`src/rtl/bp_pkg.sv`:
```
// Shared types for the branch pattern history table.
// Counter encoding is the conventional 2-bit bimodal scheme.
package bp_pkg;

  typedef enum logic [1:0] {
    S_SNT = 2'b00,
    S_WNT = 2'b01,
    S_WT  = 2'b10,
    S_ST  = 2'b11
  } ctr_e;

  // Value every entry holds after the init sweep (weakly not-taken).
  localparam ctr_e S_INIT = S_WNT;

  typedef enum logic {
    ST_INIT  = 1'b0,
    ST_READY = 1'b1
  } fsm_e;

endpackage

```
`src/rtl/bp_sat_next.sv`:
```
// Next value of a 2-bit saturating counter given the resolved branch outcome.
module bp_sat_next
  import bp_pkg::*;
(
  input  logic [1:0] cur,
  input  logic       taken,
  output logic [1:0] nxt
);

  // Step toward strong-taken or strong-not-taken, holding at either end.
  always_comb begin
    nxt = cur;
    if (taken) begin
      if (cur != S_ST) nxt = cur + 2'd1;
    end else begin
      if (cur != S_SNT) nxt = cur - 2'd1;
    end
  end

endmodule

```
`src/rtl/bp_pht.sv`:
```
// Pattern history table: 2^IDX_W two-bit counters, combinational lookup for
// fetch, one resolved-branch update per cycle from execute.
// Build option: define BP_GSHARE_EN to XOR the PC index with a global history
// register (HIST_W must equal IDX_W); otherwise indexing is PC-only.
module bp_pht
  import bp_pkg::*;
#(
  parameter int IDX_W  = 6,
  parameter int PC_LSB = 2,
  parameter int HIST_W = 6
) (
  input  logic              clk,
  input  logic              rst,
  input  logic [31:0]       pred_pc,
  output logic              pred_taken,
  output logic [HIST_W-1:0] pred_ghr,
  input  logic              upd_valid,
  input  logic [31:0]       upd_pc,
  input  logic [HIST_W-1:0] upd_ghr,
  input  logic              upd_taken,
  output logic              ready
);

  localparam int ENTRIES = 1 << IDX_W;

  fsm_e             state;
  logic [IDX_W-1:0] init_idx;
  logic             ready_q;
  logic [1:0]       pht [ENTRIES];

  logic [IDX_W-1:0] pidx;
  logic [IDX_W-1:0] uidx;
  logic [1:0]       upd_cur;
  logic [1:0]       upd_nxt;

  logic             wr_en;
  logic [IDX_W-1:0] wr_idx;
  logic [1:0]       wr_data;

  // Only the index slice of each PC is meaningful; the rest is consumed here.
  logic             unused_bits;

`ifdef BP_GSHARE_EN
  logic [HIST_W-1:0] ghr;

  // Non-speculative history: shifts on the same edge as the table write.
  always_ff @(posedge clk) begin
    if (!rst) begin
      ghr <= '0;
    end else if (state == ST_READY && upd_valid) begin
      ghr <= {ghr[HIST_W-2:0], upd_taken};
    end
  end

  assign pidx        = pred_pc[PC_LSB+IDX_W-1:PC_LSB] ^ ghr;
  assign uidx        = upd_pc[PC_LSB+IDX_W-1:PC_LSB] ^ upd_ghr;
  assign pred_ghr    = ghr;
  assign unused_bits = ^{pred_pc, upd_pc};
`else
  assign pidx        = pred_pc[PC_LSB+IDX_W-1:PC_LSB];
  assign uidx        = upd_pc[PC_LSB+IDX_W-1:PC_LSB];
  assign pred_ghr    = '0;
  assign unused_bits = ^{pred_pc, upd_pc, upd_ghr};
`endif

  // Read-modify-write path for execute updates.
  assign upd_cur = pht[uidx];

  bp_sat_next u_sat_next (
    .cur   (upd_cur),
    .taken (upd_taken),
    .nxt   (upd_nxt)
  );

  // Init/ready sequencing: sweep every entry once, then serve predictions.
  always_ff @(posedge clk) begin
    if (!rst) begin
      state    <= ST_INIT;
      init_idx <= '0;
      ready_q  <= 1'b0;
    end else begin
      unique case (state)
        ST_INIT: begin
          init_idx <= init_idx + 1'b1;
          if (init_idx == '1) begin
            state   <= ST_READY;
            ready_q <= 1'b1;
          end
        end
        ST_READY: begin
          state   <= ST_READY;
          ready_q <= 1'b1;
        end
        default: begin
          state   <= ST_INIT;
          ready_q <= 1'b0;
        end
      endcase
    end
  end

  // Single write port: the init sweep owns it until ready; updates during
  // INIT are dropped.
  always_comb begin
    wr_en   = 1'b0;
    wr_idx  = init_idx;
    wr_data = S_INIT;
    if (state == ST_INIT) begin
      wr_en = 1'b1;
    end else if (upd_valid) begin
      wr_en   = 1'b1;
      wr_idx  = uidx;
      wr_data = upd_nxt;
    end
  end

  // Table storage; contents are defined by the sweep, not by reset.
  always_ff @(posedge clk) begin
    if (rst && wr_en) begin
      pht[wr_idx] <= wr_data;
    end
  end

  assign pred_taken = ready_q & pht[pidx][1];
  assign ready      = ready_q;

endmodule

```
`config.mk`:
```
export PLATFORM = sky130hd
export DESIGN_NAME = bp_pht
export DESIGN_NICKNAME = d
export VERILOG_FILES = /design/src/rtl/bp_pkg.sv /design/src/rtl/bp_sat_next.sv /design/src/rtl/bp_pht.sv
export SDC_FILE = /design/constraint.sdc
export NUM_CORES = 1
export LEC_CHECK = 0
export CORE_ASPECT_RATIO = 0.75
export CORE_MARGIN = 2
export CORE_UTILIZATION = 58
export CTS_BUF_LIST = sky130_fd_sc_hd__clkbuf_8
export DETAILED_ROUTE_END_ITERATION = 10
export PLACE_DENSITY = 0.89
export SLEW_MARGIN = 20
export SYNTH_ARGS = -nofsm -noshare
export SYNTH_HDL_FRONTEND = slang
export SYNTH_SLANG_ARGS = --single-unit
```
`constraint.sdc`:
```
create_clock -name clk -period 6.4 [get_ports clk]
set_clock_uncertainty 0.1 [all_clocks]
set_input_delay 1.28 -clock clk [delete_from_list [all_inputs] [get_ports clk]]
set_output_delay 1.28 -clock clk [all_outputs]
set_load 0.03 [all_outputs]
```
**After elaboration in Yosys (flattened, before gate mapping)**

Memories as Yosys holds them, arrays and structs flattened.
Cells that the tools add are included.

- Flip-flop bits (word level): 8
- RAM bits: 128
- Input port bits: 74
- Output and inout bits: 8
- Word-level logic and storage cells: 29
- Memories kept: 1

- $add $sub $neg: 3
- Eq/ne operators: 3
- Mux-type cells: 15
- Bitwise gates (word level): 2
- Reduce and logical (&&, ||, !) cells: 2

Memory list:

| name | words | bits a word | rd ports | clocked after memory_dff | write ports | line | RTL |
|---|---|---|---|---|---|---|---|
| pht | 64 | 2 | 2 | 0 | 1 | bp_pht.sv:29 | `logic [1:0] pht [ENTRIES];` |

Operator list:

| kind | number |
|---|---|
| 6-bit 2-to-1 mux | 2 |
| 2-bit 2-to-1 mux | 5 |
| 6-bit by 1-bit adder with 6-bit output (second input constant) | 1 |
| 6-bit equality test (second input constant) | 1 |
| 1-bit 2-to-1 mux | 6 |
| 2-bit != test (second input constant) | 2 |
| 1-bit one-hot mux with 2 select lines | 2 |
| 2-bit by 1-bit adder with 2-bit output (second input constant) | 1 |
| 2-bit nonzero test | 1 |
| 2-bit by 1-bit subtractor with 2-bit output (second input constant) | 1 |
| 1-bit AND | 1 |
| 1-bit logical AND | 1 |
| 1-bit NOT | 1 |

**Depth between registers and ports, before layout**

An unclocked memory read counts as a cell.

- Depth in word-level cells: 6
- Mapped depth: 10
- Gate-level depth less buffers: 6

**Cells and area by module**

From an unflattened synthesis, not the netlist that was laid out.

- Cell total of the unflattened synthesis: 421
- Area total of the unflattened synthesis: 6439.9 um2

Modules (own cells, without submodules):

| module | instances | cells an instance | area each (um2) | sequential area each (um2) |
|---|---|---|---|---|
| bp_pht | 1 | 418 | 6413.7 | 4003.8 |
| bp_sat_next | 1 | 3 | 26.3 | 0.0 |

**Least setup slack after synthesis**

No wires, ideal clock.

- Path type: input to register
- Start: input port upd_pc[2]
- End: memory pht[0][0], data pin
- Setup time: 0.518 ns
- Arrival time: 4.664 ns
- Required time: 5.782 ns
- Path slack: 1.118 ns
- Stages on the path: 8
- Buffers on the path: 2
- Path through: buf_6 -> buf_6 -> mux4_2 -> mux4_2 -> o221a_2 -> a31oi_4 -> a21oi_1 -> o21ai_1

- Cells in the longest elaborated chain, start to end: 6
- Elaborated cells between the ends (all ways): 10
- Those cells by class: 2 x add/sub; 1 x eq/ne; 5 x mux; 1 x reduce/logical; 1 x memory

Ends and longest elaborated chain:

| item | line | RTL |
|---|---|---|
| start, declared | bp_pht.sv:18 | `input logic [31:0] upd_pc,` |
| memory 64 x 2 bit * | n/a |  |
| 2-bit by 1-bit subtractor with 2-bit output (tied with other cells) | bp_sat_next.sv:16 | `if (cur != S_SNT) nxt = cur - 2'd1;` |
| 2-bit 2-to-1 mux (on tied branches) | bp_sat_next.sv:16, bp_sat_next.sv:14 |  |
| 2-bit 2-to-1 mux * | bp_sat_next.sv:13 | `if (taken) begin` |
| 2-bit 2-to-1 mux * | bp_pht.sv:110 | `end else if (upd_valid) begin` |
| 2-bit 2-to-1 mux * | bp_pht.sv:108 | `if (state == ST_INIT) begin` |
| net wr_data[0] | bp_pht.sv:38 | `logic [1:0] wr_data;` |
| end, declared | bp_pht.sv:29 |  |

Mark *: on every way through the listed nets, which the timed path passes. The rest lies on a longest branch.

**Worst setup path after layout**

- Start: input port pred_pc[2]
- End: output port pred_taken

- Cells in the longest elaborated chain, start to end: 2

Ends and longest elaborated chain:

| item | line | RTL |
|---|---|---|
| start, declared | bp_pht.sv:14 | `input logic [31:0] pred_pc,` |
| memory 64 x 2 bit | n/a |  |
| 1-bit AND | bp_pht.sv:124 | `assign pred_taken = ready_q & pht[pidx][1];` |
| end, declared | bp_pht.sv:15 | `output logic pred_taken,` |

Every way passes these cells.

==> results.toml <==
[floorplanning]
core_region_area_sq_um = 10900
total_number_of_placement_rows = 33
die_width_um = 126
die_h_um = 95.4
ioPinCount = 82
die_area_sq_um = 12000
initial_core_util_pct = 59.3

[logic_synthesis]
ys_warn_count = 0
syn_inst = 419
synth_edf_count = 128
synth.ff_latch_count = 136
post_synth_instance_area_sq_um = 6460
ys_async_sr_fraction_pct = 0
synth_seq_area_share_pct = 61.9
synth_cell_type_count = 42
synthesis.area_per_instance_sq_um = 15.4
ys_dominant_reg_cell = "sky130_fd_sc_hd__edfxtp_1"

[worst_hold_path]
path_class_of_the_lowest_slack_min_delay_path = "flip-flop to flip-flop"

[cts]
cts.repair_timing.setup_buffer_count = 0
htree_levels = 4
tritoncts.num_buffers = 17
post_cts_resize_count = 0
ctsLongestPathBuffers = 2
cts.clk_slew.worst_paths_ns = 0.07
clock_sink_count = 136
clock_latency_ns = 0.44
hold_buffers = 0
cts_tree = "built"
cts_root_buf = "sky130_fd_sc_hd__clkbuf_8"

[final_layout]
most_common_library_cell_in_the_layout_ignoring_fill_and_taps = "sky130_fd_sc_hd__edfxtp_1"
multiInputGateArea_sq_um = 2330
antenna_cells = 0
final_layout_size_suffix_gt1_share_pct = 22.4
seq_area_sq_um = 4000
syn_to_final_growth_pct = 10.7
mostFrequentLayoutCells = "sky130_fd_sc_hd__edfxtp_1, sky130_fd_sc_hd__nor2_1, sky130_fd_sc_hd__mux4_2"
postLayoutCellArea_sq_um = 7160
fillerInstances = 770
stdcell_count = 591
nNetsFinal = 513

[worst_setup_path]
timing.critical_path.to = "pred_taken"
data_required_time_of_the_critical_path_ns = 5.02
critical_path.endpoint_type = "primary output"
critical_path.startpoint = "pred_pc[2]"
r2r_start = "pht[3][0]$_DFFE_PP_"
rr_endpoint = "pht[40][0]$_DFFE_PP_"
cp_data_arrival_time_ns = 4.42
critPathLaunchType = "input port"
cp_max_fo = 16
timing.reg2reg.worst_path_depth = 7
worst-r2r-setup-slack_ns = 3.24
timing.setup.critical_path_class = "input port to primary output"

[power]
powerDensity_nw_per_um2 = 247
sequentialPowerShare_pct = 54.5
total_switching_power_w = 0.000383
fin_total_pwr_w = 0.00177
fraction_of_power_consumed_by_combinational_cells_pct = 6.1
intPower_w = 0.00139
cellLeakagePower_nw = 2.33
power.ir.vdd_worst_uv = 149
power_frac_clock_pct = 39.4
switching_share_pct = 21.6

[sta]
slew_headroom_pct = 34.8
final.period_utilization_pct = 90.6
timing.final.ws_setup_ns = 0.604
final.min_clock_period_ns = 5.80
timing_max_transition_violations_final = 0
totalNegativeSetupSlack_ns = 0
worstMarginPinSlew_ns = 0.975
hold_violations = 0
setup_repair_after_global_routing_missed_its_margin = "no"
fmaxAchievable_mhz = 173
report.final.setup_viol = 0

[place]
placedInstanceArea_sq_um = 6760
placed_cells_incl_taps = 559
post-dp-hpwl_um = 9430
placement.setup.worst_slack_ns = 0.620
gp_congestion = 0.932
place.port_buffers = 17

[global_route]
via_count_of_the_first_global_routing_pass = 3845
pin_count_of_the_biggest_net_entering_global_routing = 65
groute.usage.overall_pct = 26.1
global_route_wire_length_before_repair_um = 22200
grt-ovfl-total = 0
grt_antenna_before_repair = 0

[run_status]
run_status = "finished clean"

[route]
ant_nets = 0
routed-via-count = 3938
drt_wl_total_um = 14200
vias_per_cell = 6.66
initialDrtViolationCount = 535
drc = 0
drt-pass1-iter-count = 5
routed_wire_length_per_instance_um = 24.1

[job]
cap_violations = 0
## cell usage after synthesis (2+ instances only)
master                     number  share of area [%]
sky130_fd_sc_hd__nand2_1       31                1.8
sky130_fd_sc_hd__a22oi_1        3               0.35
sky130_fd_sc_hd__mux4_2        54                 19
sky130_fd_sc_hd__o21ai_1        2               0.15
sky130_fd_sc_hd__mux2_2         2               0.35
sky130_fd_sc_hd__o21ai_0        5               0.39
sky130_fd_sc_hd__xnor2_1        4               0.54
sky130_fd_sc_hd__nor3b_1        2               0.23
sky130_fd_sc_hd__inv_1          2               0.12
sky130_fd_sc_hd__buf_2          5               0.39
sky130_fd_sc_hd__dfxtp_1        8                2.5
sky130_fd_sc_hd__a21oi_1        4               0.31
sky130_fd_sc_hd__mux2i_1        4               0.62
sky130_fd_sc_hd__buf_4          7               0.81
sky130_fd_sc_hd__nand2b_1       4               0.39
sky130_fd_sc_hd__o21a_1         4               0.46
sky130_fd_sc_hd__or3_1          3               0.29
sky130_fd_sc_hd__buf_6          3               0.52
sky130_fd_sc_hd__nor2b_1       11                1.1
sky130_fd_sc_hd__edfxtp_1     128                 59
sky130_fd_sc_hd__o31ai_1        3               0.35
sky130_fd_sc_hd__nand3b_1       7               0.81
sky130_fd_sc_hd__a22o_1         2               0.27
sky130_fd_sc_hd__o221a_2        3               0.52
sky130_fd_sc_hd__nand3_1       11               0.85
sky130_fd_sc_hd__and3_1         3               0.29
sky130_fd_sc_hd__nor2_1        69                4.0
sky130_fd_sc_hd__and2_1         8               0.77
sky130_fd_sc_hd__clkbuf_1      14               0.81
## routing by layer
metal / share of wire, % / GRT usage [%] / vias to the layer above
met2: 47 / 40.0 / 252
met5: 0 / 0 / -
met3: 11 / 8.25 / 26
met4: 2.0 / 8.88 / 0
met1: 39 / 36.2 / 1998
li1: - / - / 1662
## flip-flops by register name (all words and copies together), names as in the netlist
| register | cells |
|---|---|
| init_idx | 6 |
| state | 1 |
| ready | 1 |
| pht | 128 |
## worst min-delay path by stage
stage / start / endpoint / slack, ns / cells past startpoint
floorplan: init_idx[0]$_SDFFE_PN0N_ / init_idx[0]$_SDFFE_PN0N_ / 0.46 / 2
global placement: ready$_SDFFE_PN0P_ / ready$_SDFFE_PN0P_ / 0.35 / 1
detailed placement: ready$_SDFFE_PN0P_ / ready$_SDFFE_PN0P_ / 0.37 / 1
CTS: ready$_SDFFE_PN0P_ / ready$_SDFFE_PN0P_ / 0.39 / 1
global route: ready$_SDFFE_PN0P_ / ready$_SDFFE_PN0P_ / 0.43 / 1
finish: ready$_SDFFE_PN0P_ / ready$_SDFFE_PN0P_ / 0.38 / 1
## power by group through the flow
stage | Sequential, W | Combinational, W | Clock [W]
2_1_floorplan | 0.000983 | 0.0000770 | 0
3_3_place_gp | 0.000984 | 0.000104 | 0
3_5_place_dp | 0.000984 | 0.000107 | 0
4_1_cts | 0.000965 | 0.000108 | 0.000708
5_1_grt | 0.000965 | 0.000116 | 0.000747
6_report | 0.000965 | 0.000109 | 0.000697
## final cells by class
| type | count | share of cell area, % |
|---|---|---|
| clock buffers | 21 | 4.04 |
| clock inverters | 11 | 1.49 |
| inverters | 2 | 0.105 |
| multi-input cells | 256 | 32.5 |
| flip-flops and latches | 136 | 55.9 |
| well taps | 140 | 2.45 |
| repair buffers | 25 | 3.50 |
## worst max-delay path, cell delays in order
cell and delay (ns):
sky130_fd_sc_hd__clkdlybuf4s50_1 0.50, sky130_fd_sc_hd__buf_12 0.21, sky130_fd_sc_hd__mux4_2 0.57, sky130_fd_sc_hd__mux4_2 0.54, sky130_fd_sc_hd__mux4_2 0.54, sky130_fd_sc_hd__and2_1 0.18, sky130_fd_sc_hd__clkdlybuf4s50_1 0.58
## logic make-up (layout without fill, tap and decap cells)
logic type	Yosys count	in the layout	share of synthesized area, %
and+or+nand+nor	151	151	10.7
DFF	136	136	61.9
muxes	60	60	19.8
AOI/OAI and AO/OA	34	34	4.03
buffers and inverters	32	59	2.71
xor gates and xnor gates	4	4	0.542
adders and majority gates	1	1	0.194
other	1	6	0.0580
## stage by stage
step / utilization [%] / hold slack, ns
CTS: 65.7 / 0.388
global route: 65.7 / 0.430
global placement: 62.0 / 0.351
detailed placement: 62.0 / 0.371
floorplan: - / 0.457
finish: 65.7 / 0.385
Note: power is estimated with default switching activity, not from simulation.
